File: src/rtl/pid_axis_seq_pkg.sv
// Shared types and defaults for the flight PID sequencer.
// Holds the sequencer state enum, default widths and calibration constants.
// Also provides a generic signed saturation helper used by the datapath.
package flght_pkg;

  typedef enum logic [1:0] {
    S_IDLE = 2'd0,
    S_ERR  = 2'd1,
    S_TERM = 2'd2,
    S_DONE = 2'd3
  } seq_state_e;

  localparam int ANGLE_W           = 16;
  localparam int DEF_NUM_AXES      = 3;
  localparam int DEF_ERR_W         = 10;
  localparam int DEF_D_QUEUE_DEPTH = 14;
  localparam int DEF_D_SAT_W       = 6;
  localparam int DEF_D_COEFF       = 7;
  localparam int DEF_I_SHIFT       = 4;
  localparam int DEF_CORR_W        = 13;

  // Calibration flushes error history and integrators so post-cal samples
  // start from a clean state.
  localparam logic CAL_FLUSH_HIST = 1'b1;

  // Clamp a signed value to the range of a w-bit two's complement number.
  function automatic logic signed [31:0] sat_s(input logic signed [31:0] v, input int w);
    logic signed [31:0] hi;
    logic signed [31:0] lo;
    hi = (32'sd1 <<< (w - 1)) - 32'sd1;
    lo = -(32'sd1 <<< (w - 1));
    if (v > hi)      sat_s = hi;
    else if (v < lo) sat_s = lo;
    else             sat_s = v;
  endfunction

endpackage

File: src/rtl/pid_axis_seq_if.sv
// Sample/correction bundle between the attitude source and the PID sequencer.
// master drives samples and mode controls, slave returns corrections.
// No flow control: vld is a strobe, overruns are flagged by the slave.
interface pid_axis_seq_if import flght_pkg::*; #(
  parameter int NUM_AXES = DEF_NUM_AXES,
  parameter int CORR_W   = DEF_CORR_W
);
  logic                                vld;
  logic                                inertial_cal;
  logic                                i_en;
  logic [NUM_AXES-1:0][ANGLE_W-1:0]    des;
  logic [NUM_AXES-1:0][ANGLE_W-1:0]    act;
  logic [NUM_AXES-1:0][CORR_W-1:0]     corr;
  logic                                corr_vld;
  logic                                busy;
  logic                                ovr_err;

  modport master (
    output vld, inertial_cal, i_en, des, act,
    input  corr, corr_vld, busy, ovr_err
  );

  modport slave (
    input  vld, inertial_cal, i_en, des, act,
    output corr, corr_vld, busy, ovr_err
  );
endinterface

File: src/rtl/pid_axis_seq_d_queue.sv
// Per-axis error history delay line for the derivative term.
// Read is combinational from the oldest slot; shift lands on the next edge.
// No backpressure: shift_en is a one-cycle strobe, clr wins over shift.
module d_queue #(
  parameter int NUM_AXES = 3,
  parameter int DEPTH    = 14,
  parameter int W        = 10,
  parameter int AX_W     = 2
) (
  input  logic            clk,
  input  logic            rst,
  input  logic            clr,
  input  logic            shift_en,
  input  logic [AX_W-1:0] ax,
  input  logic [W-1:0]    wr_dat,
  output logic [W-1:0]    rd_dat
);

  logic [W-1:0] hist_q [NUM_AXES][DEPTH];
  logic [W-1:0] hist_d [NUM_AXES][DEPTH];

  // Next history: flush everything, or push one sample into the selected axis.
  always_comb begin
    hist_d = hist_q;
    if (clr) begin
      for (int a = 0; a < NUM_AXES; a++)
        for (int i = 0; i < DEPTH; i++)
          hist_d[a][i] = '0;
    end else if (shift_en) begin
      for (int i = DEPTH - 1; i > 0; i--)
        hist_d[ax][i] = hist_q[ax][i-1];
      hist_d[ax][0] = wr_dat;
    end
  end

  // History registers with synchronous clear on reset.
  always_ff @(posedge clk) begin
    if (rst) begin
      for (int a = 0; a < NUM_AXES; a++)
        for (int i = 0; i < DEPTH; i++)
          hist_q[a][i] <= '0;
    end else begin
      hist_q <= hist_d;
    end
  end

  assign rd_dat = hist_q[ax][DEPTH-1];

endmodule

File: src/rtl/pid_axis_seq.sv
// Time-multiplexed P+I+D correction sequencer over NUM_AXES axes.
// Latency: corr_vld 2*NUM_AXES+1 edges after the edge that accepts vld.
// No backpressure: vld while busy is dropped and latched in sticky ovr_err.
module pid_axis_seq import flght_pkg::*; #(
  parameter int NUM_AXES      = DEF_NUM_AXES,
  parameter int ERR_W         = DEF_ERR_W,
  parameter int D_QUEUE_DEPTH = DEF_D_QUEUE_DEPTH,
  parameter int D_SAT_W       = DEF_D_SAT_W,
  parameter int D_COEFF       = DEF_D_COEFF,
  parameter int I_SHIFT       = DEF_I_SHIFT,
  parameter int CORR_W        = DEF_CORR_W
) (
  input  logic          clk,
  input  logic          rst,
  pid_axis_seq_if.slave bus
);

  localparam int AX_W  = (NUM_AXES > 1) ? $clog2(NUM_AXES) : 1;
  localparam int ACC_W = ERR_W + 4;
  localparam logic [AX_W-1:0] LAST_AX = AX_W'(NUM_AXES - 1);

  seq_state_e                          state_q, state_d;
  logic [AX_W-1:0]                     ax_q, ax_d;
  logic [NUM_AXES-1:0][ANGLE_W-1:0]    des_q, des_d, act_q, act_d;
  logic [ERR_W-1:0]                    err_q, err_d;
  logic [NUM_AXES-1:0][CORR_W-1:0]     shadow_q, shadow_d, corr_q, corr_d;
  logic [NUM_AXES-1:0][ACC_W-1:0]      acc_q, acc_d;
  logic                                corr_vld_q, corr_vld_d;
  logic                                ovr_err_q, ovr_err_d;

  logic [ERR_W-1:0]    hist_rd;
  logic                hist_shift;
  logic                cal_flush;
  logic signed [16:0]  raw_err;
  logic signed [31:0]  err_sat_s, err_s, p_s, diff_s, d_s, acc_s, i_s, sum_s;
  logic                unused_hi;

  assign cal_flush = bus.inertial_cal & CAL_FLUSH_HIST;

  d_queue #(
    .NUM_AXES (NUM_AXES),
    .DEPTH    (D_QUEUE_DEPTH),
    .W        (ERR_W),
    .AX_W     (AX_W)
  ) u_d_queue (
    .clk      (clk),
    .rst      (rst),
    .clr      (cal_flush),
    .shift_en (hist_shift),
    .ax       (ax_q),
    .wr_dat   (err_q),
    .rd_dat   (hist_rd)
  );

  // Shared datapath: error for the current axis, then P, D, I and their sum.
  always_comb begin
    raw_err   = $signed({act_q[ax_q][ANGLE_W-1], act_q[ax_q]})
              - $signed({des_q[ax_q][ANGLE_W-1], des_q[ax_q]});
    err_sat_s = sat_s(32'(raw_err), ERR_W);
    err_s     = 32'($signed(err_q));
    p_s       = (err_s >>> 1) + (err_s >>> 3);
    diff_s    = sat_s(err_s - 32'($signed(hist_rd)), D_SAT_W);
    d_s       = diff_s * D_COEFF;
    acc_s     = sat_s(32'($signed(acc_q[ax_q])) + err_s, ACC_W);
    i_s       = bus.i_en ? (acc_s >>> I_SHIFT) : 32'sd0;
    sum_s     = sat_s(p_s + d_s + i_s, CORR_W);
  end

  assign unused_hi = ^{err_sat_s[31:ERR_W], sum_s[31:CORR_W], acc_s[31:ACC_W]};

  // Sequencer next state: capture, per-axis ERR/TERM passes, then publish.
  always_comb begin
    state_d    = state_q;
    ax_d       = ax_q;
    des_d      = des_q;
    act_d      = act_q;
    err_d      = err_q;
    shadow_d   = shadow_q;
    corr_d     = corr_q;
    acc_d      = acc_q;
    corr_vld_d = 1'b0;
    hist_shift = 1'b0;
    ovr_err_d  = ovr_err_q | (bus.vld & (state_q != S_IDLE));

    case (state_q)
      S_IDLE: begin
        if (bus.vld && !bus.inertial_cal) begin
          des_d   = bus.des;
          act_d   = bus.act;
          ax_d    = '0;
          state_d = S_ERR;
        end
      end
      S_ERR: begin
        err_d   = err_sat_s[ERR_W-1:0];
        state_d = S_TERM;
      end
      S_TERM: begin
        shadow_d[ax_q] = sum_s[CORR_W-1:0];
        hist_shift     = 1'b1;
        if (bus.i_en) acc_d[ax_q] = acc_s[ACC_W-1:0];
        if (ax_q == LAST_AX) begin
          state_d = S_DONE;
        end else begin
          ax_d    = ax_q + AX_W'(1);
          state_d = S_ERR;
        end
      end
      S_DONE: begin
        // All lanes publish together; calibration suppresses the update.
        if (!bus.inertial_cal) begin
          corr_d     = shadow_q;
          corr_vld_d = 1'b1;
        end
        ax_d    = '0;
        state_d = S_IDLE;
      end
      default: state_d = S_IDLE;
    endcase

    if (bus.inertial_cal) corr_d = '0;
    if (cal_flush)        acc_d  = '0;
  end

  // All sequencer state and registered outputs; reset overrides everything.
  always_ff @(posedge clk) begin
    if (rst) begin
      state_q    <= S_IDLE;
      ax_q       <= '0;
      des_q      <= '0;
      act_q      <= '0;
      err_q      <= '0;
      shadow_q   <= '0;
      corr_q     <= '0;
      acc_q      <= '0;
      corr_vld_q <= 1'b0;
      ovr_err_q  <= 1'b0;
    end else begin
      state_q    <= state_d;
      ax_q       <= ax_d;
      des_q      <= des_d;
      act_q      <= act_d;
      err_q      <= err_d;
      shadow_q   <= shadow_d;
      corr_q     <= corr_d;
      acc_q      <= acc_d;
      corr_vld_q <= corr_vld_d;
      ovr_err_q  <= ovr_err_d;
    end
  end

  assign bus.corr     = corr_q;
  assign bus.corr_vld = corr_vld_q;
  assign bus.busy     = (state_q != S_IDLE);
  assign bus.ovr_err  = ovr_err_q;

endmodule

File: src/flat_wrapper.sv
// flat-port wrapper written by rule: the top's interface ports become plain ports
module pid_axis_seq_flat import flght_pkg::*;
#(
  parameter int NUM_AXES      = DEF_NUM_AXES,
  parameter int ERR_W         = DEF_ERR_W,
  parameter int D_QUEUE_DEPTH = DEF_D_QUEUE_DEPTH,
  parameter int D_SAT_W       = DEF_D_SAT_W,
  parameter int D_COEFF       = DEF_D_COEFF,
  parameter int I_SHIFT       = DEF_I_SHIFT,
  parameter int CORR_W        = DEF_CORR_W
)
  (clk, rst, bus_vld, bus_inertial_cal, bus_i_en, bus_des, bus_act, bus_corr, bus_corr_vld, bus_busy, bus_ovr_err);
  pid_axis_seq_if #(.NUM_AXES(NUM_AXES), .CORR_W(CORR_W)) bus_i ();
  input  logic clk;
  input  logic rst;
  input wire logic [$bits(bus_i.vld)-1:0] bus_vld;
  input wire logic [$bits(bus_i.inertial_cal)-1:0] bus_inertial_cal;
  input wire logic [$bits(bus_i.i_en)-1:0] bus_i_en;
  input wire logic [$bits(bus_i.des)-1:0] bus_des;
  input wire logic [$bits(bus_i.act)-1:0] bus_act;
  output wire logic [$bits(bus_i.corr)-1:0] bus_corr;
  output wire logic [$bits(bus_i.corr_vld)-1:0] bus_corr_vld;
  output wire logic [$bits(bus_i.busy)-1:0] bus_busy;
  output wire logic [$bits(bus_i.ovr_err)-1:0] bus_ovr_err;
  assign bus_i.vld = bus_vld;
  assign bus_i.inertial_cal = bus_inertial_cal;
  assign bus_i.i_en = bus_i_en;
  assign bus_i.des = bus_des;
  assign bus_i.act = bus_act;
  assign bus_corr = bus_i.corr;
  assign bus_corr_vld = bus_i.corr_vld;
  assign bus_busy = bus_i.busy;
  assign bus_ovr_err = bus_i.ovr_err;
  pid_axis_seq #(.NUM_AXES(NUM_AXES), .ERR_W(ERR_W), .D_QUEUE_DEPTH(D_QUEUE_DEPTH), .D_SAT_W(D_SAT_W), .D_COEFF(D_COEFF), .I_SHIFT(I_SHIFT), .CORR_W(CORR_W)) u_core (.clk(clk), .rst(rst), .bus(bus_i));
endmodule
File: config.mk
export PLATFORM = sky130hd
export DESIGN_NAME = pid_axis_seq_flat
export DESIGN_NICKNAME = d
export VERILOG_FILES = /design/src/rtl/pid_axis_seq_pkg.sv /design/src/rtl/pid_axis_seq_if.sv /design/src/rtl/pid_axis_seq_d_queue.sv /design/src/rtl/pid_axis_seq.sv /design/src/flat_wrapper.sv
export SDC_FILE = /design/constraint.sdc
export NUM_CORES = 1
export LEC_CHECK = 0
export CORE_UTILIZATION = 57
export DETAILED_ROUTE_END_ITERATION = 10
export PLACE_DENSITY = 0.76
export SLEW_MARGIN = 40
export SYNTH_ARGS = -nofsm -noshare
export SYNTH_HDL_FRONTEND = slang
export SYNTH_SLANG_ARGS = --single-unit
File: constraint.sdc
create_clock -name clk -period 23.7 [get_ports clk]
set_input_delay 4.74 -clock clk [delete_from_list [all_inputs] [get_ports clk]]
set_output_delay 4.74 -clock clk [all_outputs]
set_load 0.05 [all_outputs]
==> results.py, run 1 <==
metrics = {
    "run_status": {
        "outcome": "finished clean",
    },
    "synthesis": {
        "yosysWarnings": 0,
        "syn-cell-area_mm2": 0.0298,
        "synth_edf_count": 0,
        "synth_top_area_cell": "dfxtp_1",
        "syn_inst": 3554,
        "async_flop_share": 0,
        "yosys.area.top_type_share": 0.438,
        "ys_types": 76,
        "synth_seq_cells": 652,
        "synth_area_per_cell_um2": 8.39,
        "synth_nets": 3775,
        "yosys-top-cells-area": "dfxtp_1 (44%), a211oi_1 (11%), nor2_1 (8.1%), mux2i_1 (6.3%), nand2_1 (5.6%)",
        "synth_top_flop_cell": "dfxtp_1",
        "yosysSeqAreaShare": 0.438,
    },
    "worst_setup_path": {
        "slowest_delay_ns": 0.98,
        "r2r_start": "u_core.ax_q[0]",
        "worstSetupStartpointType": "input port",
        "reg2reg_to": "u_core.shadow_q[35]",
        "worstPathArrival_ns": 11.21,
        "cp_cell_sequence": "clkdlybuf4s50_1, o21ai_1, or2_2, fa_1, fa_1, inv_1, fa_1, ha_1, a211oi_1, o211ai_1, a31oi_1, nor2b_1, o21ai_0, nand2b_1, fa_1, nand2b_1, o41a_1, nor2_2, a211oi_1",
        "path_buf_inv": 2,
        "cp-end-kind": "flip-flop",
        "critPathMostFrequentCell": "fa_1",
        "r2r_cells": 30,
        "cp_data_required_time_ns": 24.14,
        "critPathMaxFanout": 22,
        "ff2ff_setup_slack_ns": 13.74,
        "slowest_stage": "clkdlybuf4s50_1",
        "crit_type": "in -> reg",
        "crit_family": "adder cells",
    },
    "timing": {
        "finalHoldViolations": 0,
        "post-route-min-period_ns": 10.77,
        "fmax_mhz": 92.8,
        "setup_violations": 0,
        "tightest_slew_ns": 0.882,
        "fin_crit_sh": 0.455,
        "rsz0062_at_grt": "no",
        "finClkSkew_ns": 0.0213,
        "slew_headroom": 0.412,
        "finalSetupTns_ns": 0,
        "slew_violations": 0,
    },
    "global_route": {
        "antenna_found_initial": 0,
        "grt_pass1_wl_um": 116000,
        "grt_pass1_vias": 23799,
        "track_usage": 0.260,
        "overflow": 0,
        "grt_start_max_net_pins": 114,
    },
    "detailed_routing": {
        "detail-route-antenna-nets": 0,
        "wirelength_um": 70100,
        "routed-via-count": 24979,
        "drt-pass1-iter-count": 5,
        "route.detailed.drc": 0,
        "routedWlPerCell_um": 16.6,
        "vias_per_cell": 5.91,
        "drt-initial-drc-count": 1851,
    },
    "cts": {
        "path_clk_slew_ns": 0.06,
        "cts-root-buf": "clkbuf_16",
        "cts.sinks": 652,
        "cts_resized": 0,
        "cts.path.max_buffers": 3,
        "cts_tree": "yes",
        "cts_made_buffers": 67,
        "clk_latency_ns": 0.60,
        "cts_hold_buf": 0,
        "h-tree-depth": 3,
        "cts_post_setup_buffers_inserted": 0,
    },
    "final_layout": {
        "area_delta_synth_final_pct": 12.7,
        "drive_gt1_frac": 0.0482,
        "fin_nets": 3718,
        "final_common_cell": "dfxtp_1",
        "design_area_mm2": 0.0336,
        "nFillCells": 4246,
        "final_cells": 4225,
        "n_antenna_cell": 0,
        "final_cell_mix": "dfxtp_1 (650), nor2_1 (636), a211oi_1 (448)",
    },
    "worst_hold_path": {
        "hp-start": "u_core.act_q[27]",
        "min_to": "u_core.act_q[27]",
        "hold_depth": 2,
        "hold_path_class": "reg -> reg",
    },
    "pwr": {
        "power_density_mw_per_mm2": 95.5,
        "p_comb_frac": 0.324,
        "power_switching_mw": 1.07,
        "leakage_nw": 11.2,
        "p_clk_frac": 0.326,
        "p_seq_frac": 0.350,
        "netSwitchingFraction": 0.334,
        "p_int_mw": 2.14,
        "ir_drop_v": 0.000107,
    },
    "die": {
        "ios": 143,
        "start_util": 0.579,
        "core.rowCount": 83,
        "die_h_um": 231,
        "coreArea_mm2": 0.0515,
        "die-area_mm2": 0.0532,
        "die_w_um": 231,
    },
    "placement": {
        "placedCellCount": 4105,
        "placed_cell_area_mm2": 0.0313,
        "routabilityCongestion": 0.856,
        "portBuffers": 142,
        "hpwlAfterDp_um": 43300,
    },
    "flow_run": {
        "cap_violations": 0,
    },
}
[cells in the mapped netlist, types with 8 or more instances]
cell	number
nand3_1	12
mux2i_1	187
xor2_1	12
nand2_1	445
nor2_1	641
nand2b_1	11
nor3_1	10
a31oi_1	139
clkbuf_1	246
a211oi_1	448
buf_1	41
nor2b_1	14
fa_1	38
a21oi_1	240
o22ai_1	15
o21ai_0	84
inv_1	78
xnor2_1	26
and2_1	8
dfxtp_1	652
ha_1	82
buf_2	9
a21o_1	15
[layer usage]
| metal | up-vias | GRT usage | wire length [µm] |
|---|---|---|---|
| li1 | 12384 | - | - |
| met1 | 11878 | 0.340 | 31500 |
| met2 | 611 | 0.444 | 34000 |
| met3 | 106 | 0.0315 | 3200 |
| met4 | 0 | 0.0867 | 1420 |
| met5 | - | 0 | 0 |
[area by class of cell]
type                            count  area, µm²  area share
Sequential cell                   652      13100       0.389
Multi-Input combinational cell   2524      15400       0.458
Clock inverter                     20        215     0.00640
Timing Repair Buffer              172       1820      0.0540
Inverter                           80        303     0.00901
Tap cell                          680        851      0.0253
Clock buffer                       97       1980      0.0590
[cells by family after synthesis]
logic type	after synthesis	synth area share
flip-flops	652	0.438
adder cells (fa/ha/maj)	121	0.0603
XOR/XNOR	38	0.0112
AND/OR/NAND/NOR	1166	0.154
buffers and inverters	378	0.0484
multiplexers	187	0.0628
AO/OA/AOI/OAI	1012	0.226
[worst register-to-register path, delay by kind of cell, from the launching register on]
family          cells  cell delay (ns)
compound gates     13             3.59
xor+xnor            1             0.10
fa+ha+maj           6             2.71
buf+inv             5             1.51
flops               1             0.87
simple gates        5             1.02
[power by group through the flow]
stage / Clock (mW) / Combinational, mW / Sequential, mW
CTS: 1.06 / 1.04 / 1.12
floorplan: 0 / 0.809 / 1.14
global route: 1.11 / 1.18 / 1.13
detailed placement: 0 / 1.03 / 1.15
finish: 1.05 / 1.04 / 1.12
global placement: 0 / 0.990 / 1.15
[stage by stage]
step / util / setup WS (ns) / hold slack (ns) / total power, mW
floorplan: - / 13.88 / 0.424 / 1.95
global placement: 0.605 / 12.32 / 0.433 / 2.14
detailed placement: 0.608 / 12.35 / 0.443 / 2.18
CTS: 0.651 / 12.96 / 0.454 / 3.22
global route: 0.652 / 12.43 / 0.468 / 3.41
finish: 0.652 / 12.93 / 0.453 / 3.21
[state kept, by name, indices dropped and copies added (netlist names)]
| signal | flops |
|---|---|
| u_core.ax_q | 2 |
| u_core.err_q | 10 |
| u_core.shadow_q | 39 |
| u_core.bus.corr | 39 |
| u_core.des_q | 48 |
| u_core.bus.ovr_err | 1 |
| u_core.acc_q | 42 |
| u_core.bus.corr_vld | 1 |
| u_core.u_d_queue.hist_q | 420 |
| u_core.state_q | 2 |
| u_core.act_q | 48 |
[worst max path at each step]
stage	startpoint	to	slack [ns]	depth (start not counted)
6_report	bus_i_en	u_core.shadow_q[35]	12.93	19
5_1_grt	bus_i_en	u_core.shadow_q[16]	12.43	19
4_1_cts	bus_i_en	u_core.shadow_q[19]	12.96	19
3_5_place_dp	bus_i_en	u_core.shadow_q[19]	12.35	19
3_3_place_gp	bus_i_en	u_core.shadow_q[20]	12.32	19
2_1_floorplan	bus_i_en	u_core.shadow_q[10]	13.88	20
(Power assumes the default switching activity.)
==> inputs of run 2 (changes only) <==
==> constraint.sdc (replaced) <==
create_clock -name clk -period 10.7 [get_ports clk]
set_input_delay 2.14 -clock clk [delete_from_list [all_inputs] [get_ports clk]]
set_output_delay 2.14 -clock clk [all_outputs]
set_load 0.05 [all_outputs]
==> results.py, run 2 (synthesis results as in run 1) <==
metrics = {
    "pwr": {
        "leakage_nw": 11.2,
        "ir_drop_v": 0.000299,
        "power_density_mw_per_mm2": 211,
    },
    "global_route": {
        "grt_start_max_net_pins": 150,
        "grt_pass1_vias": 24002,
        "antenna_found_initial": 0,
        "grt_pass1_wl_um": 118000,
        "track_usage": 0.264,
        "overflow": 0,
    },
    "worst_setup_path": {
        "worstPathArrival_ns": 9.69,
        "cp-end-kind": "flip-flop",
        "critPathMostFrequentCell": "fa_1",
        "slowest_delay_ns": 0.89,
        "cp_data_required_time_ns": 11.13,
        "critPathMaxFanout": 51,
        "crit_type": "reg -> reg",
        "worstSetupStartpointType": "flip-flop",
        "slowest_stage": "dfxtp_4",
    },
    "final_layout": {
        "fin_nets": 3725,
        "final_cell_mix": "dfxtp_1 (650), nor2_1 (637), a211oi_1 (448)",
        "largest_register_ffs": 420,
        "final_cells": 4230,
        "drive_gt1_frac": 0.0476,
        "n_antenna_cell": 0,
        "area_delta_synth_final_pct": 12.7,
        "final_common_cell": "dfxtp_1",
        "top_regs": "u_core.u_d_queue.hist_q: 420 flops, u_core.act_q: 48 flops, u_core.des_q: 48 flops",
        "top_register": "u_core.u_d_queue.hist_q",
    },
    "flow_run": {
        "cap_violations": 0,
    },
    "timing": {
        "post-route-min-period_ns": 9.26,
        "finalHoldViolations": 0,
        "slew_headroom": 0.417,
        "finClkSkew_ns": 0.0187,
        "tightest_slew_ns": 0.872,
        "setup_violations": 0,
        "slew_violations": 0,
        "rsz0062_at_grt": "no",
        "fmax_mhz": 108,
        "finalSetupTns_ns": 0,
        "fin_crit_sh": 0.865,
    },
    "die": {
        "start_util": 0.579,
        "coreArea_mm2": 0.0515,
        "ios": 143,
        "die_w_um": 231,
        "core.rowCount": 83,
        "die-area_mm2": 0.0532,
        "die_h_um": 231,
    },
    "placement": {
        "hpwlAfterDp_um": 44800,
        "routabilityCongestion": 0.908,
        "portBuffers": 142,
        "placedCellCount": 4114,
    },
    "cts": {
        "cts_tree": "yes",
        "cts_made_buffers": 67,
        "h-tree-depth": 3,
        "cts_hold_buf": 0,
        "clk_latency_ns": 0.60,
        "cts_resized": 0,
        "cts-root-buf": "clkbuf_16",
        "cts.sinks": 652,
        "path_clk_slew_ns": 0.06,
        "cts_post_setup_buffers_inserted": 0,
        "cts.path.max_buffers": 3,
    },
    "worst_hold_path": {
        "hold_path_class": "reg -> reg",
    },
    "detailed_routing": {
        "route.detailed.drc": 0,
        "detail-route-antenna-nets": 0,
        "routedWlPerCell_um": 16.6,
        "drt-pass1-iter-count": 7,
        "wirelength_um": 70400,
        "drt-initial-drc-count": 1872,
        "vias_per_cell": 5.93,
        "routed-via-count": 25065,
    },
    "run_status": {
        "outcome": "finished clean",
    },
}
[run 2: cell types whose count changed in the layout (fill, tap and decap cells not counted), sizes merged]
cell           delta
buf               +7
clkinv            +4
inv               -4
bufinv            -1
clkbuf            -1
clkdlybuf4s50     -1
clkinvlp          +1
[run 2: path summary, 6_finish.rpt]
path | start | end | slack, ns | cells after the start
max | u_core.ax_q[0] | u_core.shadow_q[7] | 1.44 | 28
min | u_core.acc_q[23] | u_core.acc_q[23] | 0.45 | 2
max reg2reg | u_core.ax_q[0] | u_core.shadow_q[7] | 1.44 | 28
min reg2reg | u_core.acc_q[23] | u_core.acc_q[23] | 0.45 | 2
[run 2: stage by stage]
step	instance area [µm²]	worst slack (ns)	util	hold WS [ns]	power, mW
floorplan	29800	2.05	-	0.424	4.32
global placement	31200	1.87	0.606	0.435	4.74
detailed placement	31400	1.46	0.610	0.443	4.83
CTS	33500	1.41	0.651	0.451	7.10
global route	33600	0.834	0.652	0.474	7.54
finish	33600	1.44	0.652	0.452	7.08
[run 2: metal layers]
layer,GRT usage,share of wire
met5,0,0
met4,0.0906,0.025
met2,0.449,0.49
met1,0.347,0.44
met3,0.0317,0.047
[run 2: where the power goes]
| part | total (mW) | switching [mW] | internal [mW] |
|---|---|---|---|
| clock | 2.26 | 0.956 | 1.31 |
| combinational | 2.32 | 1.41 | 0.912 |
| sequential | 2.49 | 0.0297 | 2.46 |
[run 2: layout make-up]
type	instances	area [µm²]
inverter	80	303
sequential	652	13100
tap	680	851
clock inverter	20	210
timing repair buffer	179	1880
clock buffer	95	1930
fill	4258	17900
multi-input combinational	2524	15400
[run 2: worst max-delay path, delay by kind of cell (launching register included)]
kind	cells	cell delay, ns
xor+xnor	1	0.35
fa+ha+maj	6	2.69
buf+inv	3	0.43
simple gates	5	1.36
compound gates	12	3.09
mux	1	0.26
flops	1	0.89
==> inputs of run 3 (changes only) <==
--- a/config.mk
+++ b/config.mk
@@ -6,8 +6,11 @@
 export NUM_CORES = 1
 export LEC_CHECK = 0
 export CORE_UTILIZATION = 57
+export CTS_CLUSTER_SIZE = 16
 export DETAILED_ROUTE_END_ITERATION = 10
+export HOLD_SLACK_MARGIN = 0.12
 export PLACE_DENSITY = 0.76
+export REMOVE_ABC_BUFFERS = 1
 export SLEW_MARGIN = 40
 export SYNTH_ARGS = -nofsm -noshare
 export SYNTH_HDL_FRONTEND = slang
==> results.py, run 3 (synthesis results as in run 1) <==
metrics = {
    "timing": {
        "tightest_slew_ns": 0.837,
        "rsz0062_at_grt": "no",
        "finalHoldViolations": 0,
        "setup_violations": 0,
        "fin_crit_sh": 0.869,
        "fmax_mhz": 108,
        "slew_headroom": 0.441,
        "slew_violations": 0,
        "worst_slack_ns": 1.40,
        "post-route-min-period_ns": 9.30,
        "finClkSkew_ns": 0.0171,
    },
    "worst_setup_path": {
        "reg2reg_to": "u_core.shadow_q[14]",
        "worstPathArrival_ns": 9.74,
        "worstSetupStartpointType": "flip-flop",
        "cp_data_required_time_ns": 11.14,
        "slowest_delay_ns": 0.76,
        "slowest_stage": "o41ai_1",
        "cp-end-kind": "flip-flop",
        "critPathMaxFanout": 68,
        "r2r_start": "u_core.ax_q[0]",
        "ff2ff_setup_slack_ns": 1.40,
        "r2r_cells": 29,
        "crit_type": "reg -> reg",
    },
    "detailed_routing": {
        "wirelength_um": 69800,
        "detail-route-antenna-nets": 0,
        "drt-pass1-iter-count": 5,
        "routedWlPerCell_um": 16.5,
        "vias_per_cell": 5.88,
        "routed-via-count": 24850,
        "drt-initial-drc-count": 1880,
        "route.detailed.drc": 0,
    },
    "pwr": {
        "p_comb_frac": 0.323,
        "p_seq_frac": 0.344,
        "ir_drop_v": 0.000281,
        "p_clk_frac": 0.333,
        "p_total_mw": 7.23,
        "power_density_mw_per_mm2": 214,
        "leakage_nw": 11.3,
        "power_switching_mw": 2.43,
        "netSwitchingFraction": 0.336,
        "p_int_mw": 4.80,
    },
    "die": {
        "start_util": 0.579,
        "core.rowCount": 83,
        "die_w_um": 231,
        "die_h_um": 231,
        "coreArea_mm2": 0.0515,
        "ios": 143,
        "die-area_mm2": 0.0532,
    },
    "final_layout": {
        "drive_gt1_frac": 0.0490,
        "largest_register_ffs": 420,
        "final_cell_mix": "dfxtp_1 (650), nor2_1 (636), a211oi_1 (448)",
        "area_delta_synth_final_pct": 13.1,
        "top_regs": "u_core.u_d_queue.hist_q: 420 flops, u_core.act_q: 48 flops, u_core.des_q: 48 flops",
        "n_antenna_cell": 0,
        "fin_nets": 3719,
        "finalCoreUtilization": 0.655,
        "final_common_cell": "dfxtp_1",
        "top_register": "u_core.u_d_queue.hist_q",
        "nFillCells": 4245,
    },
    "placement": {
        "routabilityCongestion": 0.873,
        "portBuffers": 142,
        "hpwlAfterDp_um": 43000,
        "pre_cts_ws_ns": 1.33,
    },
    "flow_run": {
        "cap_violations": 0,
    },
    "cts": {
        "cts_tree": "yes",
        "cts-root-buf": "clkbuf_16",
        "clk_latency_ns": 0.61,
        "cts.sinks": 652,
        "cts_made_buffers": 67,
        "cts_post_setup_buffers_inserted": 0,
        "cts_hold_buf": 0,
        "cts_resized": 0,
        "path_clk_slew_ns": 0.06,
        "h-tree-depth": 3,
        "cts.path.max_buffers": 3,
    },
    "global_route": {
        "antenna_found_initial": 0,
        "grt_pass1_wl_um": 117000,
        "grt_start_max_net_pins": 143,
        "track_usage": 0.260,
        "overflow": 0,
        "grt_pass1_vias": 24366,
    },
    "worst_hold_path": {
        "min_to": "u_core.acc_q[40]",
        "hold_path_class": "reg -> reg",
        "hp-start": "u_core.acc_q[40]",
        "hold_depth": 2,
    },
    "run_status": {
        "outcome": "finished clean",
    },
}
-- run 3: layer usage --
layer  GRT usage  share of wire
met3      0.0404          0.045
met1       0.332           0.45
met4      0.0969          0.025
met2       0.443           0.48
met5           0              0
-- run 3: worst max-delay path by stage --
stage                               from                   to  slack (ns)  cells after the start
after floorplan           u_core.ax_q[0]  u_core.shadow_q[37]       -6.70                     28
after global placement    u_core.ax_q[0]  u_core.shadow_q[37]        1.31                     28
after detailed placement  u_core.ax_q[0]  u_core.shadow_q[24]        1.33                     29
after CTS                 u_core.ax_q[0]  u_core.shadow_q[24]        1.29                     29
after global routing      u_core.ax_q[0]  u_core.shadow_q[24]        0.98                     29
final                     u_core.ax_q[0]  u_core.shadow_q[14]        1.40                     29
-- run 3: critical path: cells and delay by family (launching register included) --
family	cells	cell delay [ns]
buffers and inverters	4	0.98
and+or+nand+nor	5	1.05
adders and majority gates	6	2.77
DFF	1	0.50
AOI/OAI and AO/OA	13	3.70
xor gates and xnor gates	1	0.11
-- run 3: area by class of cell --
class	instances	area, µm²	share of cell area
inverters	80	303	0.00898
clock inverters	24	310	0.00920
multi-input cells	2524	15400	0.456
repair buffers	173	1850	0.0550
well taps	680	851	0.0252
clock buffers	95	1970	0.0583
flip-flops and latches	652	13100	0.387
-- run 3: per-stage QoR --
| step | TNS [ns] | area (µm²) | std cells | hold slack [ns] |
|---|---|---|---|---|
| after floorplan | -1782.34 | 28700 | 3256 | 0.424 |
| after global placement | 0 | 31200 | 4102 | 0.435 |
| after detailed placement | 0 | 31400 | 4109 | 0.445 |
| after CTS | 0 | 33700 | 4228 | 0.455 |
| after global routing | 0 | 33700 | 4228 | 0.469 |
| final | 0 | 33700 | 4228 | 0.453 |
-- run 3: power groups by stage --
stage                     clock [mW]  combinational, mW  sequential [mW]
after global placement             0               2.19             2.54
after floorplan                    0               1.78             2.54
after global routing            2.55               2.63             2.49
final                           2.41               2.34             2.49
after CTS                       2.45               2.31             2.49
after detailed placement           0               2.26             2.54
